===== src/rtl/wb_arbiter.sv =====
// wb_arbiter -- two-requester register-file write-port arbiter.
//
// Requester 0 (ALU) and requester 1 (memory load) compete for a single
// register-file write port. Grants (ack0/ack1) are combinational; the
// granted address/data appear on the registered write port one cycle later
// together with a one-hot write-enable decode. Register 0 is never written:
// its grant is acked and produces wvalid, but we_onehot stays zero.
//
// Ports:
//   clk, rst_n           clock, synchronous active-low reset
//   hold                 register file busy, blocks all grants
//   req0/1, addr0/1,     write requests (held stable until acked)
//   data0/1
//   ack0, ack1           combinational one-cycle grant pulses
//   wvalid, waddr,       registered write port
//   wdata, we_onehot
//   conflicts            saturating count of unheld cycles with both requests
//
// Configuration macro:
//   WBARB_FIXED_PRIO_EN  defined   -> requester 0 always wins a conflict
//                        undefined -> round-robin on a last-grant pointer
module wb_arbiter (
  input  logic        clk,
  input  logic        rst_n,
  input  logic        hold,
  input  logic        req0,
  input  logic        req1,
  input  logic [4:0]  addr0,
  input  logic [4:0]  addr1,
  input  logic [31:0] data0,
  input  logic [31:0] data1,
  output logic        ack0,
  output logic        ack1,
  output logic        wvalid,
  output logic [4:0]  waddr,
  output logic [31:0] wdata,
  output logic [31:0] we_onehot,
  output logic [7:0]  conflicts
);

  typedef struct packed {
    logic        vld;
    logic [4:0]  addr;
    logic [31:0] data;
    logic [31:0] we;
  } wr_t;

  wr_t        wr_q, wr_d;
  logic [7:0] conf_q, conf_d;
  logic       both, win0, gnt0, gnt1;

`ifndef WBARB_FIXED_PRIO_EN
  // Index of the most recently granted requester; reset to 1 so that
  // requester 0 wins the first conflict.
  logic last_q, last_d;
`endif

  // Register 0 is hard-wired, so its decode is all-zero.
  function automatic logic [31:0] dec(input logic [4:0] a);
    dec = (a == 5'd0) ? 32'd0 : (32'd1 << a);
  endfunction

  always_comb begin
    both = req0 & req1 & ~hold;
`ifdef WBARB_FIXED_PRIO_EN
    win0 = 1'b1;
`else
    win0 = last_q;  // requester 1 went last -> requester 0's turn
`endif
    // rst_n gating keeps acks low while in reset.
    gnt0 = rst_n & ~hold & req0 & (~req1 | win0);
    gnt1 = rst_n & ~hold & req1 & ~gnt0;

    // Address/data hold when idle; valid and enables clear.
    wr_d     = wr_q;
    wr_d.vld = 1'b0;
    wr_d.we  = '0;
    if (gnt0) begin
      wr_d.vld  = 1'b1;
      wr_d.addr = addr0;
      wr_d.data = data0;
      wr_d.we   = dec(addr0);
    end else if (gnt1) begin
      wr_d.vld  = 1'b1;
      wr_d.addr = addr1;
      wr_d.data = data1;
      wr_d.we   = dec(addr1);
    end

    conf_d = conf_q;
    if (both && conf_q != 8'hFF) conf_d = conf_q + 8'd1;

`ifndef WBARB_FIXED_PRIO_EN
    last_d = last_q;
    if (gnt0) last_d = 1'b0;
    if (gnt1) last_d = 1'b1;
`endif
  end

  always_ff @(posedge clk) begin
    if (!rst_n) begin
      wr_q   <= '0;
      conf_q <= '0;
`ifndef WBARB_FIXED_PRIO_EN
      last_q <= 1'b1;
`endif
    end else begin
      wr_q   <= wr_d;
      conf_q <= conf_d;
`ifndef WBARB_FIXED_PRIO_EN
      last_q <= last_d;
`endif
    end
  end

  assign ack0      = gnt0;
  assign ack1      = gnt1;
  assign wvalid    = wr_q.vld;
  assign waddr     = wr_q.addr;
  assign wdata     = wr_q.data;
  assign we_onehot = wr_q.we;
  assign conflicts = conf_q;

endmodule


===== config.mk =====
export PLATFORM = sky130hd
export DESIGN_NAME = wb_arbiter
export DESIGN_NICKNAME = d
export VERILOG_FILES = /design/src/rtl/wb_arbiter.sv
export SDC_FILE = /design/constraint.sdc
export NUM_CORES = 1
export LEC_CHECK = 0
export CAP_MARGIN = 10
export CORE_MARGIN = 3
export CORE_UTILIZATION = 40
export CTS_BUF_LIST = sky130_fd_sc_hd__clkbuf_8
export CTS_CLUSTER_SIZE = 25
export DETAILED_ROUTE_END_ITERATION = 10
export PLACE_DENSITY = 0.91
export SLEW_MARGIN = 20
export SYNTH_ARGS = -nofsm -noshare
export SYNTH_HDL_FRONTEND = slang
export SYNTH_SLANG_ARGS = --single-unit

===== constraint.sdc =====
create_clock -name clk -period 2.3 [get_ports clk]
set_clock_uncertainty 0.15 [all_clocks]
set_input_delay 0.46 -clock clk [delete_from_list [all_inputs] [get_ports clk]]
set_output_delay 0.46 -clock clk [all_outputs]
set_load 0.005 [all_outputs]

==> impl_metrics.env <==
export IMPL_fp_dieArea_um2=8630
export IMPL_ctsHoldBuffers=0
export IMPL_gp_congestion=0.991
export IMPL_arrival_ns=1.64
export IMPL_synth_seq_cells=79
export IMPL_grt_pass1_wl_um=16800
export IMPL_row_count=31
export IMPL_drv_cap=0
export IMPL_holdCritPathClass="reg -> reg"
export IMPL_syn_num_nets=368
export IMPL_setup_viol=0
export IMPL_rsz0062_at_grt="yes"
export IMPL_drt_wl_total_um=11200
export IMPL_cpMaxStageDelayCell="clkdlybuf4s50_1"
export IMPL_cts_buffer_depth=2
export IMPL_cts_clk_slew_worst_paths_ns=0.09
export IMPL_wire_per_inst_um=19.9
export IMPL_die_h_um=92.9
export IMPL_drtIter0Drc=286
export IMPL_max_stage_delay_ns=0.48
export IMPL_slew_violations=0
export IMPL_fmax_mhz=444
export IMPL_critical_path_top_delay_family="buffers and inverters"
export IMPL_vias_per_cell=5.81
export IMPL_synth_area_per_cell_um2=10.5
export IMPL_ys_types=36
export IMPL_syn2layout_area_growth_pct=69.0
export IMPL_grt_max_degree=48
export IMPL_hold_violations=0
export IMPL_total_leakage_power_nw=1.87
export IMPL_cts_made_buffers=9
export IMPL_ir_drop_mv=0.307
export IMPL_vias=3257
export IMPL_core_area_um2=7290
export IMPL_period_minus_slack_ns=2.25
export IMPL_start_util=0.414
export IMPL_dp_hpwl_um=7920
export IMPL_ys_async_sr_fraction=0
export IMPL_n_antenna_cell=0
export IMPL_grt_pass1_vias=3325
export IMPL_cts_tree="done"
export IMPL_layout_drive_gt1_share=0.110
export IMPL_dieWidth_um=92.9
export IMPL_synth_area_um2=3020
export IMPL_overflow=0
export IMPL_cts_sinks=79
export IMPL_grt_antenna_before_repair=0
export IMPL_route_detailed_drc=0
export IMPL_end_kind="output port"
export IMPL_status="complete, no violations"
export IMPL_powerDensity_nw_per_um2=628
export IMPL_synthesis_instances=288
export IMPL_crit_chain="clkdlybuf4s50_1 -> nor2b_4 -> buf_4 -> nand3_2 -> inv_2 -> dlygate4sd2_1"
export IMPL_fin_area_um2=5100
export IMPL_dpl_instance_area_um2=4820
export IMPL_final_nets=537
export IMPL_root_buffer="clkbuf_8"
export IMPL_yosys_warnings=0
export IMPL_synth_edf_count=0
export IMPL_synth_seq_area_share=0.524
export IMPL_h_tree_depth=3
export IMPL_ant_nets=0
export IMPL_io_pins=159
export IMPL_worst_hold_slack_ns=0.374
export IMPL_required_ns=1.69
export IMPL_post_route_period_util=0.980
export IMPL_critPathKind="in -> out"
export IMPL_track_usage=0.248
export IMPL_start_kind="input pin"
export IMPL_yosys_most_used_dff="dfxtp_1"
export IMPL_cp_max_fo=3
export IMPL_critPathBufInv=4
export IMPL_first_pass_iters=8
export IMPL_port_buffers=158
export IMPL_clk_latency_ns=0.35
-- tightest hold or removal path: cells and delay by family (launching register included) --
kind           cells  cell delay, ns
flip-flops         1            0.35
AO/OA/AOI/OAI      2            0.13
-- metrics by stage --
step / setup slack [ns] / utilization / TNS, ns / instances / power (mW)
floorplan: 0.396 / - / 0 / 288 / 1.62
global placement: -0.292 / 0.661 / -9.17 / 544 / 1.91
detailed placement: -0.341 / 0.661 / -13.65 / 544 / 1.92
global route: -0.00480 / 0.700 / -0.00480 / 561 / 3.29
CTS: 0.0133 / 0.697 / 0 / 560 / 3.19
finish: 0.0463 / 0.700 / 0 / 561 / 3.21
-- state kept, by name (all words and copies together), names as in the netlist --
register   count
conflicts      8
waddr          5
we_onehot     32
wvalid         1
wdata         32
last_q         1
-- per-layer routing --
layer	wire [um]	global-route usage	vias up
li1	-	-	1464
met1	4280	0.279	1547
met2	5700	0.435	212
met3	881	0.0569	34
met4	321	0.125	0
met5	0	0	-
-- kinds of logic after synthesis --
group                    synth area share
multiplexers                      0.00332
other                             0.00124
flip-flops                          0.524
AND/OR/NAND/NOR                     0.150
XOR/XNOR                          0.00870
adder cells (fa/ha/maj)           0.00414
buffers and inverters              0.0406
AO/OA/AOI/OAI                       0.268
-- path summary, 6_finish.rpt --
check / start / to / slack, ns / cells past startpoint
max: rst_n / ack1 / 0.05 / 6
max reg2reg: last_q / we_onehot[30] / 0.49 / 6
min reg2reg: conflicts[7] / conflicts[7] / 0.37 / 2
min: conflicts[7] / conflicts[7] / 0.37 / 2
-- report_power, final --
group / switching, mW / internal [mW]
combinational: 0.177 / 0.289
sequential: 0.0264 / 1.41
clock: 0.544 / 0.759
total: 0.747 / 2.46
-- what timing repair did --
action,4_1_cts,5_1_grt
gates resized for setup,8,2
setup buffers,0,1
endpoints found under the setup margin,4,5
-- synth_stat cells, drive strengths merged, types with 3 or more instances --
cell / count / area [um2]
nand4b: 5 / 43.8
a22o: 38 / 333
nor2b: 20 / 125
o31ai: 3 / 22.5
nand4: 4 / 25.0
o21ai: 3 / 18.8
clkbuf: 16 / 60.1
or2: 3 / 18.8
inv: 5 / 18.8
buf: 9 / 43.8
nand2: 7 / 26.3
o32ai: 3 / 26.3
or3: 6 / 37.5
dfxtp: 79 / 1580
nand2b: 9 / 56.3
and2: 3 / 18.8
o22ai: 28 / 175
a222oi: 18 / 180
nand3: 6 / 30.0
xnor2: 3 / 26.3
-- area by class of cell --
cell class	instances	area, um2
fill	557	2190
timing repair buffer	183	1790
sequential	79	1580
multi-input combinational	179	1340
clock buffer	10	138
tap	99	124
clock inverter	6	115
inverter	5	18.8
-- cells in the final DEF (no fill, tap or decap), types with 5 or more instances in the layout --
cell type        count
or3_1                6
o22ai_1             28
nor2b_1             19
nand2_1              7
dfxtp_1             79
nand2b_1             9
buf_4               22
clkdlybuf4s50_1    156
nand4b_1             5
a22o_1              38
a222oi_1            18
clkbuf_8            10
Note: power is estimated with default switching activity, not from simulation.
